$ cat src/rtl/bus_snoop_responder_if.sv
// Request channel (cache -> responder) and snoop response channel (responder -> cache).
interface bus_snoop_responder_if #(
   parameter int ADDR_W = 32
);
   logic              bus_valid;
   logic              bus_ready;
   logic [1:0]        bus_op;
   logic [ADDR_W-1:0] bus_addr;
   logic              snoop_valid;
   logic              snoop_ready;
   logic [1:0]        snoop_result;
   logic              snoop_c;

   modport master (
      output bus_valid, bus_op, bus_addr, snoop_ready,
      input  bus_ready, snoop_valid, snoop_result, snoop_c
   );

   modport slave (
      input  bus_valid, bus_op, bus_addr, snoop_ready,
      output bus_ready, snoop_valid, snoop_result, snoop_c
   );
endinterface

$ cat src/rtl/bus_snoop_responder.sv
// Shared-bus snoop responder: one operation in flight, snoop result after a fixed latency,
// plus saturating per-operation statistics counters.
module bus_snoop_responder #(
   parameter int ADDR_W  = 32,
   parameter int LATENCY = 2,
   parameter int CNT_W   = 16
) (
   input  logic                 clk,
   input  logic                 rstb,
   bus_snoop_responder_if.slave bus,
   input  logic                 cnt_clr,
   output logic [CNT_W-1:0]     read_cnt,
   output logic [CNT_W-1:0]     write_cnt,
   output logic [CNT_W-1:0]     inv_cnt,
   output logic [CNT_W-1:0]     rwim_cnt,
   output logic [CNT_W-1:0]     hitm_cnt
);

   localparam logic [1:0] OP_READ   = 2'd0;
   localparam logic [1:0] OP_WRITE  = 2'd1;
   localparam logic [1:0] OP_INV    = 2'd2;
   localparam logic [1:0] OP_RWIM   = 2'd3;
   localparam logic [1:0] RES_HIT   = 2'b00;
   localparam logic [1:0] RES_HITM  = 2'b01;
   localparam logic [1:0] RES_NOHIT = 2'b10;
   localparam logic [3:0] LAT_M1    = 4'(LATENCY - 1);

   typedef enum logic [1:0] {
      ST_IDLE = 2'd0,
      ST_WAIT = 2'd1,
      ST_RESP = 2'd2
   } state_t;

   function automatic logic [1:0] snoop_decode(input logic [1:0] op, input logic [1:0] addr_lo);
      logic [1:0] res;
      if (op == OP_WRITE) begin
         res = RES_NOHIT;
      end else begin
         case (addr_lo)
            2'b00:   res = RES_HIT;
            2'b01:   res = RES_HITM;
            default: res = RES_NOHIT;
         endcase
      end
      return res;
   endfunction

   function automatic logic [CNT_W-1:0] sat_inc(input logic [CNT_W-1:0] v);
      return (&v) ? v : v + CNT_W'(1);
   endfunction

   state_t            r_state;
   logic              r_bus_ready;
   logic              r_snoop_valid;
   logic [1:0]        r_snoop_result;
   logic              r_snoop_c;
   logic [1:0]        r_op;
   logic [ADDR_W-1:0] r_addr;
   logic [3:0]        r_lat_cnt;
   logic [CNT_W-1:0]  r_read_cnt;
   logic [CNT_W-1:0]  r_write_cnt;
   logic [CNT_W-1:0]  r_inv_cnt;
   logic [CNT_W-1:0]  r_rwim_cnt;
   logic [CNT_W-1:0]  r_hitm_cnt;

   logic [1:0] w_res_now;
   logic [1:0] w_res_cap;
   logic       w_accept;
   logic       w_hitm_done;
   logic       w_unused_addr;

   assign w_res_now     = snoop_decode(bus.bus_op, bus.bus_addr[1:0]);
   assign w_res_cap     = snoop_decode(r_op, r_addr[1:0]);
   assign w_accept      = r_bus_ready & bus.bus_valid;
   assign w_hitm_done   = r_snoop_valid & bus.snoop_ready & (r_snoop_result == RES_HITM);
   assign w_unused_addr = ^r_addr[ADDR_W-1:2];

   // Request/response sequencing with registered handshake and snoop outputs
   always_ff @(posedge clk or posedge rstb) begin
      if (rstb) begin
         r_state        <= ST_IDLE;
         r_bus_ready    <= 1'b1;
         r_snoop_valid  <= 1'b0;
         r_snoop_result <= RES_NOHIT;
         r_snoop_c      <= 1'b0;
         r_op           <= OP_READ;
         r_addr         <= '0;
         r_lat_cnt      <= 4'd0;
      end else begin
         case (r_state)
            ST_IDLE: begin
               if (bus.bus_valid) begin
                  r_op        <= bus.bus_op;
                  r_addr      <= bus.bus_addr;
                  r_lat_cnt   <= LAT_M1;
                  r_bus_ready <= 1'b0;
                  if (LATENCY > 1) begin
                     r_state <= ST_WAIT;
                  end else begin
                     r_state        <= ST_RESP;
                     r_snoop_valid  <= 1'b1;
                     r_snoop_result <= w_res_now;
                     r_snoop_c      <= (w_res_now != RES_NOHIT);
                  end
               end
            end
            ST_WAIT: begin
               r_lat_cnt <= r_lat_cnt - 4'd1;
               if (r_lat_cnt == 4'd1) begin
                  r_state        <= ST_RESP;
                  r_snoop_valid  <= 1'b1;
                  r_snoop_result <= w_res_cap;
                  r_snoop_c      <= (w_res_cap != RES_NOHIT);
               end
            end
            ST_RESP: begin
               // Result stays on the bus after the handshake; only valid and C drop
               if (bus.snoop_ready) begin
                  r_state       <= ST_IDLE;
                  r_bus_ready   <= 1'b1;
                  r_snoop_valid <= 1'b0;
                  r_snoop_c     <= 1'b0;
               end
            end
            default: begin
               r_state       <= ST_IDLE;
               r_bus_ready   <= 1'b1;
               r_snoop_valid <= 1'b0;
               r_snoop_c     <= 1'b0;
            end
         endcase
      end
   end

   // Saturating statistics; a clear in the same cycle as an increment wins
   always_ff @(posedge clk or posedge rstb) begin
      if (rstb) begin
         r_read_cnt  <= '0;
         r_write_cnt <= '0;
         r_inv_cnt   <= '0;
         r_rwim_cnt  <= '0;
         r_hitm_cnt  <= '0;
      end else if (cnt_clr) begin
         r_read_cnt  <= '0;
         r_write_cnt <= '0;
         r_inv_cnt   <= '0;
         r_rwim_cnt  <= '0;
         r_hitm_cnt  <= '0;
      end else begin
         if (w_accept) begin
            case (bus.bus_op)
               OP_READ:  r_read_cnt  <= sat_inc(r_read_cnt);
               OP_WRITE: r_write_cnt <= sat_inc(r_write_cnt);
               OP_INV:   r_inv_cnt   <= sat_inc(r_inv_cnt);
               OP_RWIM:  r_rwim_cnt  <= sat_inc(r_rwim_cnt);
               default:  r_read_cnt  <= r_read_cnt;
            endcase
         end
         if (w_hitm_done) begin
            r_hitm_cnt <= sat_inc(r_hitm_cnt);
         end
      end
   end

   assign bus.bus_ready    = r_bus_ready;
   assign bus.snoop_valid  = r_snoop_valid;
   assign bus.snoop_result = r_snoop_result;
   assign bus.snoop_c      = r_snoop_c;
   assign read_cnt         = r_read_cnt;
   assign write_cnt        = r_write_cnt;
   assign inv_cnt          = r_inv_cnt;
   assign rwim_cnt         = r_rwim_cnt;
   assign hitm_cnt         = r_hitm_cnt;

endmodule

$ cat src/flat_wrapper.sv
// flat-port wrapper written by rule: the top's interface ports become plain ports
module bus_snoop_responder_flat 
#(
   parameter int ADDR_W  = 32,
   parameter int LATENCY = 2,
   parameter int CNT_W   = 16
)
  (clk, rstb, cnt_clr, read_cnt, write_cnt, inv_cnt, rwim_cnt, hitm_cnt, bus_bus_valid, bus_bus_op, bus_bus_addr, bus_snoop_ready, bus_bus_ready, bus_snoop_valid, bus_snoop_result, bus_snoop_c);
  bus_snoop_responder_if #(.ADDR_W(ADDR_W)) bus_i ();
  input  logic clk;
  input  logic rstb;
  input  logic cnt_clr;
  output logic [CNT_W-1:0] read_cnt;
  output logic [CNT_W-1:0] write_cnt;
  output logic [CNT_W-1:0] inv_cnt;
  output logic [CNT_W-1:0] rwim_cnt;
  output logic [CNT_W-1:0] hitm_cnt;
  input wire logic [$bits(bus_i.bus_valid)-1:0] bus_bus_valid;
  input wire logic [$bits(bus_i.bus_op)-1:0] bus_bus_op;
  input wire logic [$bits(bus_i.bus_addr)-1:0] bus_bus_addr;
  input wire logic [$bits(bus_i.snoop_ready)-1:0] bus_snoop_ready;
  output wire logic [$bits(bus_i.bus_ready)-1:0] bus_bus_ready;
  output wire logic [$bits(bus_i.snoop_valid)-1:0] bus_snoop_valid;
  output wire logic [$bits(bus_i.snoop_result)-1:0] bus_snoop_result;
  output wire logic [$bits(bus_i.snoop_c)-1:0] bus_snoop_c;
  assign bus_i.bus_valid = bus_bus_valid;
  assign bus_i.bus_op = bus_bus_op;
  assign bus_i.bus_addr = bus_bus_addr;
  assign bus_i.snoop_ready = bus_snoop_ready;
  assign bus_bus_ready = bus_i.bus_ready;
  assign bus_snoop_valid = bus_i.snoop_valid;
  assign bus_snoop_result = bus_i.snoop_result;
  assign bus_snoop_c = bus_i.snoop_c;
  bus_snoop_responder #(.ADDR_W(ADDR_W), .LATENCY(LATENCY), .CNT_W(CNT_W)) u_core (.clk(clk), .rstb(rstb), .bus(bus_i), .cnt_clr(cnt_clr), .read_cnt(read_cnt), .write_cnt(write_cnt), .inv_cnt(inv_cnt), .rwim_cnt(rwim_cnt), .hitm_cnt(hitm_cnt));
endmodule
$ cat config.mk
export PLATFORM = sky130hd
export DESIGN_NAME = bus_snoop_responder_flat
export DESIGN_NICKNAME = d
export VERILOG_FILES = /design/src/rtl/bus_snoop_responder_if.sv /design/src/rtl/bus_snoop_responder.sv /design/src/flat_wrapper.sv
export SDC_FILE = /design/constraint.sdc
export NUM_CORES = 1
export LEC_CHECK = 0
export BUFFER_PORTS_ARGS = -buffer_cell sky130_fd_sc_hd__buf_2
export CAP_MARGIN = 10
export CELL_PAD_IN_SITES_DETAIL_PLACEMENT = 1
export CELL_PAD_IN_SITES_GLOBAL_PLACEMENT = 2
export CORE_MARGIN = 10
export CORE_UTILIZATION = 29
export DETAILED_ROUTE_END_ITERATION = 7
export PLACE_DENSITY = 0.75
export SYNTH_ARGS = -nofsm -noshare
export SYNTH_HDL_FRONTEND = slang
export SYNTH_SLANG_ARGS = --single-unit
$ cat constraint.sdc
create_clock -name clk -period 2.8 [get_ports clk]
set_input_delay 0.28 -clock clk [delete_from_list [all_inputs] [get_ports clk]]
set_output_delay 0.28 -clock clk [all_outputs]
set_load 0.01 [all_outputs]
* Yosys cells after proc, flatten, opt, wreduce, memory -nomap -nowiden *
Index checks and enable logic that the tools add are counted.

word-level totals
  bits in registers = 95
  output and inout bits = 85

cells by class
  $add $sub $neg = 6
  equality and inequality tests = 18
  mux-type cells = 35
  bitwise operators = 5
  reductions and logical operators = 26

operator list
  cell                                                  count
  2-to-1 mux 16 bit                                     19
  adder 16 x 1 -> 16 bit (second input constant)        5
  AND reduction 16 bit                                  5
  AND reduction 3 bit                                   7
  != test 2 bit (second input constant)                 8
  nonzero test 2 bit                                    7
  equality test 2 x 1 -> 1 bit (second input constant)  5
  one-hot mux 1 bit (3 select lines)                    3
  2-to-1 mux 2 bit                                      4
  one-hot mux 4 bit (2 select lines)                    1
  AND reduction 2 bit                                   4
  equality test 2 bit (second input constant)           3
  logical NOT 2 bit                                     3
  one-hot mux 2 bit (3 select lines)                    1
  2-to-1 mux 1 bit                                      5
  equality test 4 x 1 -> 1 bit (second input constant)  1
  2-to-1 mux 4 bit                                      1
  one-hot mux 2 bit (2 select lines)                    1
  subtractor 4 x 1 -> 4 bit (second input constant)     1
  AND 1 bit                                             3
  != test 2 x 1 -> 1 bit (second input constant)        1
  NOT 1 bit                                             2

* Depth between registers and ports, before layout *
  depth after elaboration = 6
  mapped depth = 7
  gate-level depth less buffers = 6

* Worst setup path before layout *
No wires, ideal clock.

  path kind = reg2reg
  start point = reg u_core.r_hitm_cnt[0] (netlist: u_core.hitm_cnt[0])
  end point = reg u_core.r_hitm_cnt[15] (netlist: u_core.hitm_cnt[15])
  setup time = 120 ps
  arrival time = 1784 ps
  data required time = 2680 ps
  setup slack = 896 ps
  stages on the path, launching flop included = 8
  path buffers = 1
  path through = dfrtp_1 -> ha_1 -> and4_1 -> nor3b_1 -> buf_2 -> nor3_1 -> a21oi_1 -> a31o_2

between the ends
  cells in the longest elaborated chain, start to end = 4

ends and longest elaborated chain
  item                      RTL line                    text
  start: declaration        bus_snoop_responder.sv:64   logic [CNT_W-1:0] r_hitm_cnt;
  start signal: assignment  bus_snoop_responder.sv:160  r_hitm_cnt <= sat_inc(r_hitm_cnt);
  adder 16 x 1 -> 16 bit    bus_snoop_responder.sv:49   return (&v) ? v : v + CNT_W'(1);
  2-to-1 mux 16 bit         bus_snoop_responder.sv:49
  2-to-1 mux 16 bit         bus_snoop_responder.sv:159  if (w_hitm_done) begin
  2-to-1 mux 16 bit         bus_snoop_responder.sv:143  end else if (cnt_clr) begin

Several ways; a longest one is shown, not always the timed one. The select of a mux whose other input is x is not followed.
A chain may end at the register's enable or synchronous reset.

* Worst setup path after layout *
  start point = reg u_core.r_bus_ready (netlist: u_core.bus.bus_ready)
  end point = reg u_core.r_rwim_cnt[14] (netlist: u_core.rwim_cnt[14])

between the ends
  cells in the longest elaborated chain, start to end = 3

ends and longest elaborated chain
  item                           RTL line                    text
  start: declaration             bus_snoop_responder.sv:53   logic r_bus_ready;
  start signal: assignment       bus_snoop_responder.sv:82   r_bus_ready <= 1'b1;
  start signal: assignment       bus_snoop_responder.sv:96   r_bus_ready <= 1'b0;
  start signal: assignment       bus_snoop_responder.sv:120  r_bus_ready <= 1'b1;
  AND 1 bit                      bus_snoop_responder.sv:74   assign w_accept = r_bus_ready & bus.bus_valid;
  nonzero test 2 bit (no line)   -
  AND reduction 3 bit (no line)  -
  end signal: assignment         bus_snoop_responder.sv:155  OP_RWIM: r_rwim_cnt <= sat_inc(r_rwim_cnt);
  end: declaration               bus_snoop_responder.sv:63   logic [CNT_W-1:0] r_rwim_cnt;

No other way between the ends.

==> results.sh <==
export IMPL_first_pass_iters=4
export IMPL_slowest_delay_ns=0.61
export IMPL_irDropWorstVdd_mv=0.281
export IMPL_cp_num_buf_inv=0
export IMPL_path_cells="and4_2 > nand3_1 > nor3_1 > a21oi_1 > a311oi_1"
export IMPL_die_x_um=151
export IMPL_syn_cell_area_um2=4980
export IMPL_start_kind="register"
export IMPL_fin_crit_sh_pct=74.6
export IMPL_clk_path_buf_depth=2
export IMPL_synth_compound_area_share_pct=8.52
export IMPL_seq_area_frac_synth_pct=47.8
export IMPL_drtIter0Drc=119
export IMPL_cp_max_fo=7
export IMPL_wl_per_cell_um=16.6
export IMPL_clock_fmax_mhz=479
export IMPL_arrival_ns=2.34
export IMPL_crit_family="simple AND/OR/NAND/NOR gates"
export IMPL_cts_num_sinks=95
export IMPL_h_tree_depth=3
export IMPL_num_antenna_cells=0
export IMPL_utilization_pct=36.2
export IMPL_grt_start_max_net_pins=59
export IMPL_grt_use_total_pct=12.8
export IMPL_ys_seq_elements=95
export IMPL_area_delta_synth_final_pct=21.5
export IMPL_final_nets=663
export IMPL_power_density_nw_per_um2=563
export IMPL_grt_overflow_total=0
export IMPL_slew_violations=0
export IMPL_drv_cap=0
export IMPL_drtAntennaViolNets=0
export IMPL_clk_pin_slew_ns=0.07
export IMPL_setup_viol=0
export IMPL_grt_pass1_wl_mm=23.5
export IMPL_layout_setup_ws_ns=0.711
export IMPL_fin_skew_ns=0.00855
export IMPL_dp_slack_ns=0.709
export IMPL_tightestPinTransition_ns=0.751
export IMPL_timing_final_crit_period_ns=2.09
export IMPL_tns_ns=0
export IMPL_power_leakage_uw=0.00263
export IMPL_hold_viol=0
export IMPL_n_fill_cell=1988
export IMPL_synth_avg_cell_area_um2=9.52
export IMPL_rsz0062_at_grt="no"
export IMPL_synth_cell_type_count=54
export IMPL_mostFrequentLayoutCells="buf_2, dfrtp_1, nor2_1"
export IMPL_fp_dieH_um=151
export IMPL_synth_top_family_by_area="simple AND/OR/NAND/NOR gates"
export IMPL_worst_path_max_delay_cell="dfstp_2"
export IMPL_grt_pass1_vias=4471
export IMPL_reg2regPathDepth=5
export IMPL_syn_num_nets=569
export IMPL_synth_flop_cell="dfrtp_1"
export IMPL_vias=4208
export IMPL_core_area_um2=16700
export IMPL_cp_required_ns=3.05
export IMPL_yosysWarningCount=0
export IMPL_cp_depth=5
export IMPL_criticalPathCategory="register to register"
export IMPL_routabilityCongestion=0.795
export IMPL_dieArea_um2=22800
export IMPL_async_flop_share_pct=100
export IMPL_setup_reg_to_reg_worst_slack_ns=0.71
export IMPL_status="finished clean"
export IMPL_worstSkewPairLatency_ns=0.35
export IMPL_min_path_cells=2
export IMPL_antenna_found_initial=1
export IMPL_io_pins=124
export IMPL_wl_mm=14.0
export IMPL_layout_drive_gt1_share_pct=21.4
export IMPL_dpl_hpwl_mm=10.0
export IMPL_worstHoldPathType="input pin to register"
export IMPL_initial_utilization_pct=29.8
export IMPL_netlist_instances=523
export IMPL_synth_edff_count=0
export IMPL_num_rows=47
export IMPL_synthAdderAreaFrac_pct=1.76
export IMPL_cts_tree="done"
export IMPL_post_cts_buffers=0
export IMPL_synthXorXnorAreaFrac_pct=10.2
export IMPL_cts_buffers=9
export IMPL_muxShareOfSynthArea_pct=2.29
export IMPL_cp_end_kind="register"
export IMPL_root_buffer="clkbuf_16"
export IMPL_viasPerCell=5.00
export IMPL_drcViolationCount=0
export IMPL_io_buffers=93
export IMPL_synth_simple_area_share_pct=27.0
export IMPL_slew_limit_headroom_pct=49.9
[sequential cells by signal (all words and copies together) (netlist names)]
signal                   cells
u_core.bus.bus_ready         1
u_core.bus.snoop_c           1
u_core.bus.snoop_result      2
u_core.bus.snoop_valid       1
u_core.hitm_cnt             16
u_core.inv_cnt              16
u_core.r_addr                2
u_core.r_lat_cnt             4
u_core.r_op                  2
u_core.r_state               2
u_core.read_cnt             16
u_core.rwim_cnt             16
u_core.write_cnt            16
[power by group]
| part | switching, uW | internal (uW) |
|---|---|---|
| registers | 119 | 1490 |
| logic | 263 | 197 |
| clock network | 551 | 781 |
[synth_stat cells, drive strengths merged, types with 2 or more instances]
cell type | instances | area [um^2]
o2111ai | 2 | 17.5
or3 | 7 | 43.8
and4 | 10 | 88.8
a22o | 2 | 17.5
nor3b | 6 | 45.0
o21ai | 17 | 85.1
nand2b | 2 | 12.5
o211ai | 3 | 22.5
a2111oi | 2 | 30.0
nand4 | 14 | 93.8
a21oi | 18 | 90.1
nand3 | 19 | 95.1
buf | 3 | 15.0
dfrtp | 93 | 2330
nor4 | 21 | 138
nor2 | 84 | 315
mux2 | 3 | 33.8
and3 | 10 | 62.6
and2 | 5 | 31.3
nor2b | 2 | 12.5
inv | 15 | 56.3
mux2i | 8 | 80.1
nand4b | 2 | 32.5
o31ai | 3 | 22.5
dfstp | 2 | 52.6
nand2 | 40 | 150
xnor2 | 49 | 429
nor3 | 25 | 125
a211oi | 7 | 52.6
ha | 7 | 87.6
nor4b | 3 | 38.8
a311oi | 2 | 17.5
clkbuf | 14 | 52.6
xor2 | 9 | 78.8
a31o | 2 | 17.5
[per-stage QoR]
step	area, um^2	cells	hold slack, ns	total power, uW
2_1_floorplan	4980	523	0.366	1940
3_3_place_gp	5730	825	0.364	2080
3_5_place_dp	5730	825	0.376	2110
4_1_cts	6050	842	0.148	3480
5_1_grt	6050	842	0.158	3630
6_report	6050	842	0.168	3400
[cell type report]
class                   count  area (um^2)  share of cell area (%)
well taps                 220          275                    4.55
repair buffers            100          546                    9.02
multi-input cells         396         2480                    40.9
clock inverters             6         85.1                    1.41
clock buffers              10          229                    3.78
flip-flops and latches     95         2380                    39.3
inverters                  15         58.8                   0.972
[layer usage]
layer	track usage, %	share of wire [%]	vias to the layer above
li1	-	-	2050
met1	16.4	46	2073
met2	20.3	47	74
met3	3.61	5.5	11
met4	4.19	1.2	0
met5	0	0	-
[logic make-up after synthesis]
family	count (synthesis)
AO/OA/AOI/OAI	64
XOR/XNOR	58
adder cells (fa/ha/maj)	7
buffers and inverters	32
flip-flops	95
multiplexers	11
AND/OR/NAND/NOR	256
[path summary, 6_finish.rpt]
path	end	startpoint
min in group asynchronous	u_core.read_cnt[12]	rstb
max	u_core.rwim_cnt[14]	u_core.bus.bus_ready
min reg2reg	u_core.r_lat_cnt[1]	u_core.r_lat_cnt[1]
max reg2reg	u_core.rwim_cnt[14]	u_core.bus.bus_ready
max in group asynchronous	u_core.inv_cnt[12]	rstb
min	u_core.r_addr[0]	bus_bus_addr[0]
[repair_timing]
item,CTS,global route
gates resized for setup,0,0
hold buffers,1,0
endpoints found under the hold margin,28,0
(Power assumes the default switching activity.)
